[src/rtl/load_store_unit_pkg.sv]
// Shared definitions for the load/store unit: funct3 size codes, FSM state
// encoding, default RAM word-address width and request legality helpers.
package load_store_unit_pkg;

    localparam int LSU_AWIDTH = 10;

    localparam logic [2:0] F3_B  = 3'b000;
    localparam logic [2:0] F3_H  = 3'b001;
    localparam logic [2:0] F3_W  = 3'b010;
    localparam logic [2:0] F3_BU = 3'b100;
    localparam logic [2:0] F3_HU = 3'b101;

    typedef enum logic [1:0] {
        ST_IDLE = 2'd0,
        ST_ACC0 = 2'd1,
        ST_ACC1 = 2'd2,
        ST_DATA = 2'd3
    } lsu_state_e;

    function automatic logic f3_legal(input logic we, input logic [2:0] f3);
        logic ok;
        if (we) ok = (f3 == F3_B) || (f3 == F3_H) || (f3 == F3_W);
        else    ok = (f3 == F3_B) || (f3 == F3_H) || (f3 == F3_W) ||
                     (f3 == F3_BU) || (f3 == F3_HU);
        return ok;
    endfunction

    // Offset not a multiple of the access size.
    function automatic logic is_misaligned(input logic [2:0] f3, input logic [1:0] off);
        logic mis;
        case (f3[1:0])
            2'b01:   mis = off[0];
            2'b10:   mis = (off != 2'b00);
            default: mis = 1'b0;
        endcase
        return mis;
    endfunction

endpackage

[src/rtl/load_store_unit_lane_gen.sv]
// Combinational lane/shift generator: byte enables, store-data shift and the
// word-spanning flag for either half of an access.
module lsu_lane_gen
    import load_store_unit_pkg::*;
(
    input  logic [2:0] funct3,
    input  logic [1:0] off,
    input  logic       half,
    output logic [3:0] be,
    output logic [5:0] shamt,
    output logic       spans
);

    logic [3:0] size_mask;
    logic [7:0] span_mask;
    logic       unused_sign;

    assign unused_sign = funct3[2];

    always_comb begin
        case (funct3[1:0])
            2'b00:   size_mask = 4'b0001;
            2'b01:   size_mask = 4'b0011;
            default: size_mask = 4'b1111;
        endcase
    end

    // Lanes of the first word sit in the low nibble, overflow into the next word in the high nibble.
    assign span_mask = {4'b0000, size_mask} << off;
    assign be        = half ? span_mask[7:4] : span_mask[3:0];
    assign shamt     = half ? (6'd32 - {1'b0, off, 3'b000}) : {1'b0, off, 3'b000};
    assign spans     = |span_mask[7:4];

endmodule

[src/rtl/load_store_unit.sv]
// Load/store unit: turns byte-addressed B/H/W requests into word RAM accesses.
// Build option MISALIGN_SPLIT_EN: word-spanning accesses become two RAM cycles.
module load_store_unit
    import load_store_unit_pkg::*;
#(
    parameter int AWIDTH = LSU_AWIDTH,
    parameter int DWIDTH = 32
) (
    input  logic              clk,
    input  logic              rst_n,
    input  logic              req_valid,
    output logic              req_ready,
    input  logic              req_we,
    input  logic [2:0]        req_funct3,
    input  logic [31:0]       req_addr,
    input  logic [DWIDTH-1:0] req_wdata,
    output logic              rsp_valid,
    output logic [DWIDTH-1:0] rsp_rdata,
    output logic              rsp_err,
    output logic [AWIDTH-1:0] mem_addr,
    output logic [3:0]        mem_be,
    output logic [DWIDTH-1:0] mem_wdata,
    input  logic [DWIDTH-1:0] mem_rdata
);

    function automatic logic [31:0] load_extend(input logic [2:0] f3, input logic [31:0] raw);
        logic [31:0] ext;
        case (f3[1:0])
            2'b00:   ext = {{24{raw[7] & ~f3[2]}}, raw[7:0]};
            2'b01:   ext = {{16{raw[15] & ~f3[2]}}, raw[15:0]};
            default: ext = raw;
        endcase
        return ext;
    endfunction

    lsu_state_e        state_q, state_d;
    logic              we_q, we_d;
    logic [2:0]        f3_q, f3_d;
    logic [1:0]        off_q, off_d;
    logic [DWIDTH-1:0] wdata_q, wdata_d;
    logic              err_q, err_d;
    logic              rsp_valid_q, rsp_valid_d;
    logic [DWIDTH-1:0] rsp_rdata_q, rsp_rdata_d;
    logic              rsp_err_q, rsp_err_d;
    logic [AWIDTH-1:0] mem_addr_q, mem_addr_d;
    logic [3:0]        mem_be_q, mem_be_d;
    logic [DWIDTH-1:0] mem_wdata_q, mem_wdata_d;

    logic              idle;
    logic [2:0]        lg_funct3;
    logic [1:0]        lg_off;
    logic [3:0]        lg_be;
    logic [5:0]        lg_shamt;
    logic              lg_spans;
    logic              req_err;
    logic [DWIDTH-1:0] load_raw;
    logic              unused_addr;

    assign unused_addr = ^req_addr[31:AWIDTH+2];

    // In IDLE the generator looks at the incoming request; otherwise at the latched one (second half).
    assign idle      = (state_q == ST_IDLE);
    assign lg_funct3 = idle ? req_funct3 : f3_q;
    assign lg_off    = idle ? req_addr[1:0] : off_q;

    lsu_lane_gen u_lane_gen (
        .funct3 (lg_funct3),
        .off    (lg_off),
        .half   (~idle),
        .be     (lg_be),
        .shamt  (lg_shamt),
        .spans  (lg_spans)
    );

`ifdef MISALIGN_SPLIT_EN
    logic [DWIDTH-1:0]   lo_q, lo_d;
    logic [2*DWIDTH-1:0] pair, pair_sh;

    always_ff @(posedge clk or negedge rst_n) begin
        if (!rst_n) lo_q <= '0;
        else        lo_q <= lo_d;
    end

    always_comb begin
        pair     = lg_spans ? {mem_rdata, lo_q} : {{DWIDTH{1'b0}}, mem_rdata};
        pair_sh  = pair >> {off_q, 3'b000};
        load_raw = pair_sh[DWIDTH-1:0];
    end

    assign req_err = ~f3_legal(req_we, req_funct3);
`else
    logic unused_spans;
    assign unused_spans = lg_spans;
    assign load_raw     = mem_rdata >> {off_q, 3'b000};
    assign req_err      = ~f3_legal(req_we, req_funct3) | is_misaligned(req_funct3, req_addr[1:0]);
`endif

    always_comb begin
        state_d     = state_q;
        we_d        = we_q;
        f3_d        = f3_q;
        off_d       = off_q;
        wdata_d     = wdata_q;
        err_d       = err_q;
        rsp_valid_d = 1'b0;
        rsp_rdata_d = '0;
        rsp_err_d   = 1'b0;
        mem_addr_d  = mem_addr_q;
        mem_be_d    = 4'b0000;
        mem_wdata_d = mem_wdata_q;
`ifdef MISALIGN_SPLIT_EN
        lo_d        = lo_q;
`endif
        case (state_q)
            ST_IDLE: begin
                if (req_valid) begin
                    we_d    = req_we;
                    f3_d    = req_funct3;
                    off_d   = req_addr[1:0];
                    wdata_d = req_wdata;
                    err_d   = req_err;
                    if (req_err) begin
                        state_d = ST_DATA;
                    end else begin
                        state_d     = ST_ACC0;
                        mem_addr_d  = req_addr[AWIDTH+1:2];
                        mem_be_d    = req_we ? lg_be : 4'b0000;
                        mem_wdata_d = req_wdata << lg_shamt;
                    end
                end
            end
            ST_ACC0: begin
`ifdef MISALIGN_SPLIT_EN
                if (lg_spans) begin
                    state_d     = ST_ACC1;
                    mem_addr_d  = mem_addr_q + 1'b1;
                    mem_be_d    = we_q ? lg_be : 4'b0000;
                    mem_wdata_d = wdata_q >> lg_shamt;
                end else begin
                    state_d = ST_DATA;
                end
`else
                state_d = ST_DATA;
`endif
            end
`ifdef MISALIGN_SPLIT_EN
            ST_ACC1: begin
                lo_d    = mem_rdata;
                state_d = ST_DATA;
            end
`endif
            ST_DATA: begin
                rsp_valid_d = 1'b1;
                rsp_err_d   = err_q;
                rsp_rdata_d = (err_q | we_q) ? '0 : load_extend(f3_q, load_raw);
                state_d     = ST_IDLE;
            end
            default: state_d = ST_IDLE;
        endcase
    end

    always_ff @(posedge clk or negedge rst_n) begin
        if (!rst_n) begin
            state_q     <= ST_IDLE;
            we_q        <= 1'b0;
            f3_q        <= 3'b000;
            off_q       <= 2'b00;
            wdata_q     <= '0;
            err_q       <= 1'b0;
            rsp_valid_q <= 1'b0;
            rsp_rdata_q <= '0;
            rsp_err_q   <= 1'b0;
            mem_addr_q  <= '0;
            mem_be_q    <= 4'b0000;
            mem_wdata_q <= '0;
        end else begin
            state_q     <= state_d;
            we_q        <= we_d;
            f3_q        <= f3_d;
            off_q       <= off_d;
            wdata_q     <= wdata_d;
            err_q       <= err_d;
            rsp_valid_q <= rsp_valid_d;
            rsp_rdata_q <= rsp_rdata_d;
            rsp_err_q   <= rsp_err_d;
            mem_addr_q  <= mem_addr_d;
            mem_be_q    <= mem_be_d;
            mem_wdata_q <= mem_wdata_d;
        end
    end

    assign req_ready = idle;
    assign rsp_valid = rsp_valid_q;
    assign rsp_rdata = rsp_rdata_q;
    assign rsp_err   = rsp_err_q;
    assign mem_addr  = mem_addr_q;
    assign mem_be    = mem_be_q;
    assign mem_wdata = mem_wdata_q;

endmodule
[config.mk]
export PLATFORM = sky130hd
export DESIGN_NAME = load_store_unit
export DESIGN_NICKNAME = d
export VERILOG_FILES = /design/src/rtl/load_store_unit_pkg.sv /design/src/rtl/load_store_unit_lane_gen.sv /design/src/rtl/load_store_unit.sv
export SDC_FILE = /design/constraint.sdc
export NUM_CORES = 1
export LEC_CHECK = 0
export BUFFER_PORTS_ARGS = -buffer_cell sky130_fd_sc_hd__buf_2
export CORE_AREA = 2 2 98 100
export DETAILED_ROUTE_END_ITERATION = 7
export DIE_AREA = 0 0 100 102
export PLACE_DENSITY = 0.86
export SYNTH_ARGS = -nofsm -noshare
export SYNTH_HDL_FRONTEND = slang
export SYNTH_SLANG_ARGS = --single-unit
[constraint.sdc]
create_clock -name clk -period 4.8 [get_ports clk]
set_input_delay 0.48 -clock clk [delete_from_list [all_inputs] [get_ports clk]]
set_output_delay 0.48 -clock clk [all_outputs]
set_load 0.05 [all_outputs]
==> flow_summary.yaml <==
status:
  status: "complete, no violations"
global_route:
  grt_pass1_vias: 3926
  grt_pass1_wl_mm: 20.06
  antenna_found_initial: 0
  grt_max_degree: 90
  grt.met3_usage_pct: 4.856
  busiest_layer: "met2"
  grt_use_met2_pct: 44.85
  track_usage_pct: 25.36
  grt_overflow: 0
  grt.met1_usage_pct: 30.63
power:
  share_seq_of_total_power_pct: 28.3
  ir_drop_mv: 0.5456
  p_comb_share_pct: 57.0
  p_per_area_mw_per_mm2: 713.5
  power_frac_clock_pct: 14.6
  intPower_mw: 1.967
  power_switching_mw: 2.083
  leakagePower_nw: 2.780
  swShare_pct: 51.44
  total_power_mw: 4.050
floorplanning:
  start_util_pct: 51.48
  num_rows: 35
  die_area_mm2: 0.01020
  coreArea_mm2: 0.009109
  ios: 184
  die_h_um: 102
  die_w_um: 100
detailed_routing:
  first_iter_violations: 236
  wl_mm: 13.25
  num_vias: 4170
  wl_per_cell_um: 19.34
  route.detailed.drc: 0
  vias_per_cell: 6.088
  ant_nets: 0
  first_pass_iters: 5
logic_synthesis:
  synth_area_mm2: 0.004689
  synth_area_leader_cell: "dfrtp_1"
  yosysSeqAreaShare_pct: 47.49
  synth_common_cells: "dfrtp_1, o31ai_1, a211oi_1"
  yosys-top-cells-area: "dfrtp_1, mux2_2, o31ai_1, a211oi_1, mux2i_1"
  syn-num-nets: 539
  async_reset_ff_share_pct: 100.0
  syn_inst: 432
  synthMostInstantiatedCell: "dfrtp_1"
  yosys_warnings: 0
  synth.top_cell.area_share_pct: 47.49
  yosys_register_bits: 89
  synth_edf_count: 0
  syn_area_per_cell_um2: 10.86
  synth.distinct_cells: 49
  ys.flop_type: "dfrtp_1"
timing:
  finalCritPeriodShare_pct: 73.32
  tns_ps: 0
  finalClockSkew_ps: 9.679
  worst_slew_pin_slew_ps: 1286
  setup_viol: 0
  drv_slew: 0
  max_freq_mhz: 284.1
  hold_viol: 0
  rsz0062_at_grt: "false"
  fin_crit_ps: 3520
  slew_headroom_pct: 11.82
clocking:
  cts_hold_buf: 0
  h-tree-depth: 3
  cts_buffers: 9
  clock-sinks: 89
  cts_root_buffer: "clkbuf_8"
  clockBufferDepth: 2
  clk_pin_slew_worst_paths_ps: 90
  post_cts_resized: 0
  clock_latency_ps: 360
  cts_tree: "built"
  post_cts_buffers: 0
place:
  portBuffers: 163
  gp_congestion: 0.9467
  hpwl_mm: 9.268
  dp_cells: 669
critical_path:
  rr_startpoint: "state_q[0]$_DFFE_PN0P_"
  path_max_fanout: 32
  critPathCaptureType: "register"
  worstRegToRegCells: 8
  r2r-end: "mem_wdata[30]$_DFFE_PN0P_"
  r2r_slack_ps: 1280
  start_kind: "register"
  cp.required_ps: 5000
  worstSetupPathType: "register to register"
  cp_data_arrival_time_ps: 3720
cells_and_area:
  fin_cells: 685
  nets: 676
  multi_input_area_mm2: 0.002198
  seq_area_mm2: 0.002227
  syn_to_final_growth_pct: 21.02
  diodes: 0
  final_util_pct: 62.31
  fill_cells: 754
  drive_gt1_share_pct: 40.42
flow_run:
  drv_cap: 0
hold_path:
  hold_path.class: "input port to asynchronous set/reset pin"
[power groups by stage]
| stage | logic [mW] | registers [mW] | clock network (mW) |
|---|---|---|---|
| finish | 2.31 | 1.15 | 0.592 |
| detailed placement | 2.28 | 1.16 | 0 |
| floorplan | 1.25 | 1.74 | 0 |
| global route | 2.45 | 1.18 | 0.631 |
| global placement | 2.24 | 1.15 | 0 |
| CTS | 2.29 | 1.15 | 0.601 |
[how the worst max path moves through the flow]
stage,startpoint,end,slack (ps),depth (start not counted)
CTS,state_q[0]$_DFFE_PN0P_,mem_wdata[29]$_DFFE_PN0P_,1410,8
finish,state_q[0]$_DFFE_PN0P_,mem_wdata[30]$_DFFE_PN0P_,1280,8
floorplan,state_q[0]$_DFFE_PN0P_,mem_wdata[16]$_DFFE_PN0P_,2220,13
global route,state_q[0]$_DFFE_PN0P_,mem_wdata[24]$_DFFE_PN0P_,1110,8
detailed placement,req_addr[0],mem_wdata[29]$_DFFE_PN0P_,1380,9
global placement,req_addr[0],mem_wdata[22]$_DFFE_PN0P_,1450,9
[cell usage in the layout (no fill, tap or decap), drive strengths merged, types with 3 or more instances in the layout]
master and instances:
dfrtp 89, a21oi 18, nand3 8, mux2 21, a211oi 30, mux2i 20
nor2 13, o22ai 9, nand2 17, ha 4, or3 3, or3b 3
nor2b 8, a21boi 9, and2 10, a31oi 7, o21ai 30, and3 12
inv 7, o2bb2ai 8, clkbuf 11, o21a 3, buf 168, o31ai 42
a32oi 7
[sequential cells by signal (all words and copies together), names as in the netlist]
register and cells:
err_q 1, f3_q 3, mem_addr 10, mem_be 4
mem_wdata 32, off_q 2, rsp_err 1, rsp_rdata 32
rsp_valid 1, state_q 2, we_q 1
[critical path, stage by stage (launching register included)]
cell      delay, ps
dfrtp_1         600
or3b_1          820
nand2_4         320
inv_2           300
ha_1            280
o21ai_2         180
nand2_1         360
a211oi_1        410
o31ai_2          80
[area by class of cell]
class | instances | area share, %
Clock buffer | 11 | 2.491
Clock inverter | 5 | 1.521
Inverter | 6 | 0.4850
Multi-Input combinational cell | 295 | 38.73
Sequential cell | 89 | 39.24
Tap cell | 111 | 2.447
Timing Repair Buffer | 168 | 15.08
[routing by layer]
| layer | part of all wire [%] | wire (µm) | vias to the layer above |
|---|---|---|---|
| li1 | - | - | 1911 |
| met1 | 39 | 5194 | 1989 |
| met2 | 49 | 6524 | 239 |
| met3 | 8.7 | 1153 | 31 |
| met4 | 2.8 | 376 | 0 |
| met5 | 0 | 0 | - |
[metrics by stage]
step	hold WS [ps]	setup slack [ps]	cell area, µm²
6_report	346.7	1280	5675
2_1_floorplan	184.4	2225	4690
5_1_grt	333.1	1108	5675
3_3_place_gp	484.6	1447	5448
4_1_cts	335.7	1413	5675
3_5_place_dp	490.3	1381	5448
[cell families (layout without fill, tap and decap cells)]
group           after synthesis  count (layout)  share of synthesized area, %
mux                          41              41                         9.312
flops                        89              89                         47.49
simple gates                 83              83                         10.27
compound gates              167             167                         26.12
buf+inv                      48             190                         5.736
fa+ha+maj                     4               4                         1.067
No activity file was read; power rests on OpenSTA's default activity.
